===== src/rtl/tx_arb_pkg.sv =====
// Shared types and constants for the UART transmit arbiter.
package tx_arb_pkg;

  localparam int TX_ARB_DATA_W = 8;

  typedef enum logic [1:0] {
    IDLE    = 2'd0,
    SEND    = 2'd1,
    RELEASE = 2'd2
  } tx_arb_state_t;

endpackage


===== src/rtl/tx_arbiter_rr_pick.sv =====
// Combinational round-robin search: first asserted request after last_idx, wrapping.
module rr_pick #(
  parameter int NUM_REQ = 4,
  parameter int IDX_W   = $clog2(NUM_REQ)
) (
  input  logic [NUM_REQ-1:0] req,
  input  logic [IDX_W-1:0]   last_idx,
  output logic               found,
  output logic [IDX_W-1:0]   next_idx
);

  logic [IDX_W-1:0]   cand_idx [NUM_REQ];
  logic [NUM_REQ-1:0] cand_hit;

  // Candidate gi is the requester gi+1 positions after the last grant.
  for (genvar gi = 0; gi < NUM_REQ; gi++) begin : g_cand
    assign cand_idx[gi] = IDX_W'((int'(last_idx) + gi + 1) % NUM_REQ);
    assign cand_hit[gi] = req[cand_idx[gi]];
  end

  assign found = |cand_hit;

  always_comb begin
    next_idx = last_idx;
    for (int k = NUM_REQ - 1; k >= 0; k--) begin
      if (cand_hit[k]) next_idx = cand_idx[k];
    end
  end

endmodule


===== src/rtl/tx_arbiter.sv =====
// Round-robin arbiter sharing one UART transmitter among NUM_REQ byte producers.
// Optional send watchdog enabled by defining TX_ARB_TIMEOUT_EN.
module tx_arbiter
  import tx_arb_pkg::*;
#(
  parameter int NUM_REQ        = 4,
  parameter int DATA_W         = TX_ARB_DATA_W,
  parameter int TIMEOUT_CYCLES = 200000
) (
  input  logic                       clk,
  input  logic                       reset,
  input  logic [NUM_REQ-1:0]         req,
  input  logic [NUM_REQ*DATA_W-1:0]  req_data,
  output logic [NUM_REQ-1:0]         ack,
  output logic                       tx_send,
  output logic [DATA_W-1:0]          tx_din,
  input  logic                       tx_sent,
  output logic                       busy,
  output logic [$clog2(NUM_REQ)-1:0] grant_id,
  output logic                       timeout_err
);

  localparam int IDX_W = $clog2(NUM_REQ);

  tx_arb_state_t      state_q, state_d;
  logic [NUM_REQ-1:0] ack_q, ack_d;
  logic               tx_send_q, tx_send_d;
  logic [DATA_W-1:0]  tx_din_q, tx_din_d;
  logic [IDX_W-1:0]   grant_q, grant_d;

  logic               pick_found;
  logic [IDX_W-1:0]   pick_idx;
  logic               grant_fire;
  logic               wd_expire;

  rr_pick #(
    .NUM_REQ (NUM_REQ),
    .IDX_W   (IDX_W)
  ) u_rr_pick (
    .req      (req),
    .last_idx (grant_q),
    .found    (pick_found),
    .next_idx (pick_idx)
  );

  assign grant_fire = (state_q == IDLE) && pick_found;

`ifdef TX_ARB_TIMEOUT_EN
  localparam int CNT_W = $clog2(TIMEOUT_CYCLES + 1);

  logic [CNT_W-1:0] wd_cnt_q, wd_cnt_d;
  logic             timeout_q;

  // A real tx_sent in the expiry cycle takes precedence over the abort.
  assign wd_expire = (state_q == SEND) && !tx_sent &&
                     (wd_cnt_q == CNT_W'(TIMEOUT_CYCLES - 1));

  always_comb begin
    wd_cnt_d = wd_cnt_q;
    if (grant_fire)            wd_cnt_d = '0;
    else if (state_q == SEND)  wd_cnt_d = wd_cnt_q + 1'b1;
  end

  always_ff @(posedge clk or negedge reset) begin
    if (!reset) begin
      wd_cnt_q  <= '0;
      timeout_q <= 1'b0;
    end else begin
      wd_cnt_q  <= wd_cnt_d;
      timeout_q <= wd_expire;
    end
  end

  assign timeout_err = timeout_q;
`else
  assign wd_expire   = 1'b0;
  assign timeout_err = 1'b0;
`endif

  // State register
  always_ff @(posedge clk or negedge reset) begin
    if (!reset) state_q <= IDLE;
    else        state_q <= state_d;
  end

  // Next-state logic
  always_comb begin
    state_d = state_q;
    unique case (state_q)
      IDLE:    if (pick_found)            state_d = SEND;
      SEND:    if (tx_sent || wd_expire)  state_d = RELEASE;
      RELEASE: if (!tx_sent)              state_d = IDLE;
      default:                            state_d = IDLE;
    endcase
  end

  // Output logic; ack, tx_din, grant_id and tx_send are registered below.
  always_comb begin
    ack_d     = '0;
    tx_din_d  = tx_din_q;
    grant_d   = grant_q;
    tx_send_d = (state_q == SEND) && !tx_sent && !wd_expire;
    if (grant_fire) begin
      ack_d    = NUM_REQ'(1) << pick_idx;
      tx_din_d = req_data[pick_idx*DATA_W +: DATA_W];
      grant_d  = pick_idx;
    end
  end

  always_ff @(posedge clk or negedge reset) begin
    if (!reset) begin
      ack_q     <= '0;
      tx_send_q <= 1'b0;
      tx_din_q  <= '0;
      grant_q   <= IDX_W'(NUM_REQ - 1);
    end else begin
      ack_q     <= ack_d;
      tx_send_q <= tx_send_d;
      tx_din_q  <= tx_din_d;
      grant_q   <= grant_d;
    end
  end

  assign ack      = ack_q;
  assign tx_send  = tx_send_q;
  assign tx_din   = tx_din_q;
  assign grant_id = grant_q;
  assign busy     = (state_q != IDLE);

endmodule

===== config.mk =====
export PLATFORM = sky130hd
export DESIGN_NAME = tx_arbiter
export DESIGN_NICKNAME = d
export VERILOG_FILES = /design/src/rtl/tx_arb_pkg.sv /design/src/rtl/tx_arbiter_rr_pick.sv /design/src/rtl/tx_arbiter.sv
export SDC_FILE = /design/constraint.sdc
export NUM_CORES = 1
export LEC_CHECK = 0
export ABC_AREA = 1
export CORE_ASPECT_RATIO = 0.8
export CORE_MARGIN = 1
export CORE_UTILIZATION = 38
export DETAILED_ROUTE_END_ITERATION = 8
export MAX_ROUTING_LAYER = met4
export PLACE_DENSITY_LB_ADDON = 0.08
export SYNTH_ARGS = -nofsm -noshare
export SYNTH_HDL_FRONTEND = slang
export SYNTH_SLANG_ARGS = --single-unit
export TNS_END_PERCENT = 50

===== constraint.sdc =====
create_clock -name clk -period 1.7 [get_ports clk]
set_clock_uncertainty 0.05 [all_clocks]
set_input_delay 0.255 -clock clk [delete_from_list [all_inputs] [get_ports clk]]
set_output_delay 0.255 -clock clk [all_outputs]
set_load 0.05 [all_outputs]

==> results of run 1 <==
worst max-delay path, cell delays in order (launching register included):
cell and delay, ns:
dfstp_4 0.70, buf_6 0.12, nand2_2 0.05, nand2_2 0.08, nand2_2 0.07, nand2_4 0.13
nand2_8 0.09, nand2_8 0.12, buf_6 0.13, nand3_1 0.09, nand3_1 0.08, nand2_1 0.06
nand2_1 0.05, nand2_1 0.05
placed cells by master, fill, tap and decap left out, types with 2 or more instances in the layout:
cell	instances
nor2_1	4
clkdlybuf4s50_1	38
inv_2	4
nand2_8	5
a21oi_1	2
nand2_2	14
inv_1	33
o211ai_1	5
nand3_4	3
clkbuf_8	3
nand3_2	10
buf_6	5
nand3_1	21
nand2_4	6
nand2_1	44
dfrtp_1	15
buf_4	32
buf_12	2
per-layer routing:
layer  global-route usage, %  wire, µm
met4                    4.26        46
met2                    35.5      1710
met3                    3.81       183
met5                       -         0
met1                    26.3      1540
through the flow:
| step | cell area [µm²] | setup slack [ns] | power (mW) | instances | utilization (%) |
|---|---|---|---|---|---|
| floorplan | 1280 | -0.200 | 2.98 | 182 | - |
| global placement | 1930 | -0.179 | 3.91 | 288 | 61.8 |
| detailed placement | 1930 | -0.253 | 3.98 | 288 | 61.8 |
| CTS | 2080 | -0.152 | 4.58 | 296 | 66.4 |
| global route | 2220 | -0.336 | 5.40 | 300 | 70.9 |
| finish | 2220 | -0.259 | 5.04 | 300 | 70.9 |
worst min path at each step:
stage	end	slack, ns	cells past startpoint
global placement	state_q[1]	0.39	1
global route	tx_din[5]	0.29	1
floorplan	ack[0]	-0.09	0
detailed placement	state_q[1]	0.41	1
finish	tx_din[7]	0.27	1
CTS	tx_din[7]	0.28	1
cell families after synthesis:
logic type | after synthesis | synth area share, %
and+or+nand+nor | 112 | 46.4
other | 1 | 0.297
DFF | 17 | 33.9
buffers and inverters | 43 | 14.9
AOI/OAI and AO/OA | 9 | 4.55
state kept, by name, summed over array words and instances (netlist names):
signal and count:
ack 4, tx_send 1, tx_din 8, grant_id 2
state_q 2
timing repair:
action	in CTS	in global routing
cloned	1	0
buffers inserted	3	4
pin swaps	13	25
gates resized for setup	15	26
setup endpoints to repair	13	16
power groups by stage:
stage	registers (mW)	clock network, mW	logic, mW
3_3_place_gp	0.779	0	3.13
3_5_place_dp	0.784	0	3.19
5_1_grt	0.805	0.325	4.27
2_1_floorplan	1.32	0	1.66
4_1_cts	0.779	0.305	3.49
6_report	0.783	0.295	3.96
cell type report:
| type | count | area (µm²) | share of cell area [%] |
|---|---|---|---|
| Clock buffer | 4 | 45.0 | 2.03 |
| Multi-Input combinational cell | 123 | 811 | 36.5 |
| Sequential cell | 17 | 432 | 19.4 |
| Timing Repair Buffer | 78 | 732 | 33.0 |
| Inverter | 38 | 150 | 6.76 |
| Tap cell | 40 | 50.0 | 2.25 |
==> results.md, run 1 <==
| Metric | Reported |
|---|---|
| Maximum count of clock buffers along a single path | 2 |
| Total negative slack | -1.92 ns |
| Post-DP HPWL | 2.64 mm |
| Number of max-slew violations in the final report | 0 |
| Hold slack | 0.268 ns |
| Worst path setup slack after routing | -0.259 ns |
| Die footprint | 0.00356 mm² |
| Number of iterations in the first detailed-routing pass | 4 |
| Pwr/cell area | 2270 mW/mm² |
| Net count of the mapped netlist | 221 |
| Die Height | 53.6 µm |
| Post-synth top area share | 29.7% |
| Switching share of power | 53.1% |
| Capture point of the critical path | tx_din[1] |
| Clock latency at the later pin of the worst-skew pair | 0.25 ns |
| Nets | 300 |
| Avg Synthesized Cell Area | 6.94 µm² |
| Horizontal die dimension | 66.5 µm |
| Type of the worst setup path | flip-flop to flip-flop |
| Share of total power in the clock network | 5.8% |
| Fraction of registers with async set/reset | 100% |
| Power spent charging and discharging nets | 2.68 mW |
| Post-detailed-route wirelength per cell | 11.6 µm |
| Register-to-register path setup slack | -0.26 ns |
| Final Hold Fails | 0 |
| Total detailed-routing wirelength | 3.48 mm |
| Synthesized flop and latch total | 17 |
| DRT iter0 DRCs | 66 |
| Initial antenna violation count | 0 |
| Clock-pin slew of the registers on the worst-case setup and hold paths | 0.06 ns |
| Synthesis Warnings | 0 |
| Violated checks | negative setup slack |
| Most used standard cell by instance count after synthesis | nand2_1 |
| Number of max-cap violations | 0 |
| N_diodes | 0 |
| Crit path time final | 1.96 ns |
| Layout overhead on the synthesized area | 75.6% |
| Outcome | finished, violations left |
| Number of standard-cell rows in the floorplan | 18 |
| GRT Total Usage | 20.9% |
| Vias in the first global route | 1286 |
| Leak pwr | 1.15 nW |
| Number of levels the H-tree was split into | 1 |
| CTS Hold Bufs | 0 |
| Clock root buffer | clkbuf_8 |
| Largest area contributor in the synthesized netlist | dfrtp_1 |
| Synth top cells by count | nand2_1 (51), inv_1 (33), nand3_1 (29), dfrtp_1 (15), nand2_2 (11) |
| Post-synthesis sequential area ratio | 33.9% |
| Total global routing overflow | 0 |
| Gate count after technology mapping | 182 |
| Starting density of the core | 40.4% |
| Count of antenna-violating nets left after detailed routing | 0 |
| Data required time of the worst path | 1.80 ns |
| Placeable core region | 0.00313 mm² |
| Classification of the worst-slack hold path | input port to async pin |
| Main synth FF type | dfrtp_1 |
| RR Endpoint | tx_din[1] |
| Clock tree from TritonCTS | built |
| Num CTS Buffers | 3 |
| Share of the clock period used by the worst path after layout | 115% |
| Length in cells of the worst reg-to-reg path | 13 |
| Filler Cell Count | 241 |
| Count of input and output buffers | 54 |
| Count of boundary I/O pins | 56 |
| Total DRC errors in the routed layout | 0 |
| Synth area leaders | dfrtp_1 (30%), nand2_1 (15%), nand3_1 (11%) |
| Largest fanout on the critical path | 7 |
| Yosys cell types | 23 |
| Crit path DAT | 2.05 ns |
| Total of endpoints with negative setup slack in the final report | 13 |
| Startpoint type of the worst setup path | flip-flop |
| CTS sink count | 17 |
| Largest net degree at the start of global routing | 14 |
| First-pass GRT wire length | 5.47 mm |
| Worst voltage drop across the vdd grid | 0.887 mV |
| Post-synth EDFFs | 0 |
| Pint | 2.37 mW |
| Total number of vias | 1419 |
| Highest achievable clock rate | 510 MHz |
| Combinational share of power | 78.6% |
| Post-detailed-route via-to-cell ratio | 4.73 |
| Fraction of layout instances using a drive strength above 1 | 35.4% |
| Startpoint of the most critical setup path | grant_id[0] |
| Register share of total power | 15.5% |
| Placer's final routability congestion estimate | 0.775 |
| Worst flop-to-flop path startpoint | grant_id[0] |
| Critical Path End Type | flip-flop |
| Setup repair after global routing missed its margin | true |
| Post-synth design cell area | 0.00126 mm² |
Note: power is estimated with default switching activity, not from simulation.
==> inputs of run 2 (changes only) <==
Settings changed: CORE_UTILIZATION 38 to 30, GPL_ROUTABILITY_DRIVEN set to 0, SLEW_MARGIN set to 20.
==> run 2 against run 1 <==
The flow still finishes with violations (negative setup slack). Global-route usage fell by 4.7 points. First-iteration DRC count shrank 44%. Fmax rose by 5.0%. Highest routed layer unchanged. Die area up 26%. Critical path depth stayed put. Largest power group unchanged. Clock power increased by 1%. Combinational power fell by 2%. Worst hold slack improved by 0.0054 ns.
==> results.md, run 2 (synthesis results as in run 1) <==
| Metric | Reported |
|---|---|
| Crit-path cells | buf_12 > nand2_2 > nand2_4 > nand2_4 > nand2_4 > nand2_4 > nand2_8 > buf_6 > nand3_1 > nand3_1 > nand2_1 > nand2_1 > nand2_1 |
| Outcome | finished, violations left |
| Length in cells of the worst reg-to-reg path | 13 |
| Total number of vias | 1341 |
| Final Hold Fails | 0 |
| CP max-delay cell | dfstp_4 |
| GRT Total Usage | 16.2% |
| Count of input and output buffers | 54 |
| Clock-pin slew of the registers on the worst-case setup and hold paths | 0.06 ns |
| Clock latency at the later pin of the worst-skew pair | 0.25 ns |
| Data required time of the worst path | 1.80 ns |
| Worst voltage drop across the vdd grid | 0.881 mV |
| Fraction of layout instances using a drive strength above 1 | 34.2% |
| Register-to-register path setup slack | -0.17 ns |
| Setup repair after global routing missed its margin | true |
| Crit path DAT | 1.96 ns |
| Die Height | 60.1 µm |
| CTS Hold Bufs | 0 |
| Post-Place Setup Slack | -0.195 ns |
| Pwr/cell area | 2220 mW/mm² |
| Post-detailed-route via-to-cell ratio | 4.26 |
| Total instance count after detailed placement | 309 |
| Hold slack | 0.274 ns |
| Largest fanout on the critical path | 6 |
| Share of the clock period used by the worst path after layout | 110% |
| Post-detailed-route wirelength per cell | 11.0 µm |
| Post-DP HPWL | 2.67 mm |
| Type of the worst setup path | flip-flop to flip-flop |
| CTS sink count | 17 |
| Classification of the worst-slack hold path | input port to async pin |
| Count of antenna-violating nets left after detailed routing | 0 |
| Number of max-cap violations | 0 |
| N_diodes | 0 |
| Filler Cell Count | 387 |
| Crit path time final | 1.87 ns |
| Total detailed-routing wirelength | 3.45 mm |
| Count of boundary I/O pins | 56 |
| Placeable core region | 0.00390 mm² |
| Leak pwr | 1.17 nW |
| Vias in the first global route | 1193 |
| Most frequent cell on the critical path | nand2_4 |
| Initial antenna violation count | 0 |
| Maximum cell stage delay along the critical path | 0.65 ns |
| Startpoint type of the worst setup path | flip-flop |
| Die footprint | 0.00448 mm² |
| Nets | 300 |
| Layout overhead on the synthesized area | 75.5% |
| Number of levels the H-tree was split into | 1 |
| Number of iterations in the first detailed-routing pass | 4 |
| Critical Path End Type | flip-flop |
| First-pass GRT wire length | 5.29 mm |
| Total of endpoints with negative setup slack in the final report | 13 |
| Num CTS Buffers | 3 |
| Clock root buffer | clkbuf_8 |
| Violated checks | negative setup slack |
| Total DRC errors in the routed layout | 0 |
| Starting density of the core | 32.4% |
| Worst path setup slack after routing | -0.166 ns |
| Maximum count of clock buffers along a single path | 2 |
| Horizontal die dimension | 74.6 µm |
| Non-filler cells, final | 315 |
| Most frequent standard cell in the layout excluding fill and tap cells | nand2_1 |
| Clock tree from TritonCTS | built |
| Highest achievable clock rate | 536 MHz |
| Flip-flop count of the largest register, all copies and words added | 8 |
| Total global routing overflow | 0 |
| Number of max-slew violations in the final report | 0 |
| Largest net degree at the start of global routing | 18 |
| DRT iter0 DRCs | 37 |
| Total negative slack | -1.42 ns |
| Commonest cells after routing, fill and taps aside | nand2_1 (46), clkdlybuf4s50_1 (38), inv_1 (33), buf_4 (32), nand3_1 (20) |
| Number of standard-cell rows in the floorplan | 20 |
## run 2: changes by cell type in the layout (fill, tap and decap cells not counted), moves of 2 or more
cell / delta
buf_6: -2
buf_12: +2
nand2_4: +5
nand2_2: -4
nand2_1: +2
o21ai_1: +2
nand2_8: -3
## run 2: layout make-up
cell class	count	area, µm²	area share [%]
clock inverters	1	5.00	0.226
inverters	38	145	6.54
clock buffers	3	41.3	1.86
repair buffers	78	749	33.8
multi-input cells	123	777	35.0
flip-flops and latches	17	432	19.5
well taps	55	68.8	3.10
## run 2: metal layers
metal / GRT usage, % / routed length (µm)
met5: - / 0
met2: 22.8 / 1580
met1: 23.9 / 1690
met4: 4.04 / 40
met3: 2.53 / 147
## run 2: per-stage QoR
| step | util, % | total power, mW | instance area, µm² |
|---|---|---|---|
| global placement | 51.8 | 4.16 | 2020 |
| global route | 56.8 | 5.30 | 2220 |
| detailed placement | 51.8 | 4.18 | 2020 |
| floorplan | - | 2.98 | 1280 |
| finish | 56.8 | 4.91 | 2220 |
| CTS | 54.8 | 4.67 | 2140 |
## run 2: worst paths after layout
| check | startpoint | end |
|---|---|---|
| worst min register to register | state_q[0] | state_q[1] |
| worst max-delay path | grant_id[0] | tx_din[7] |
| max in group asynchronous | reset | grant_id[1] |
| worst max register to register | grant_id[0] | tx_din[7] |
| min in group clk | state_q[0] | state_q[1] |
| worst min-delay path | reset | state_q[1] |
## run 2: what timing repair did
item                                   in CTS  in global routing
endpoints found under the hold margin       0                  0
pin swaps                                  18                  6
setup endpoints to repair                  14                 15
cloned                                      0                  1
buffers inserted                            1                  0
gates resized for setup                    14                 16
## run 2: power breakdown
part,switching [mW],internal [mW]
Sequential,0.116,0.630
Clock,0.137,0.163
Combinational,2.31,1.56
## run 2: critical path, delay by kind of cell (launching register included)
kind | cells | cell delay (ns)
flops | 1 | 0.65
simple gates | 11 | 0.80
buf+inv | 2 | 0.24
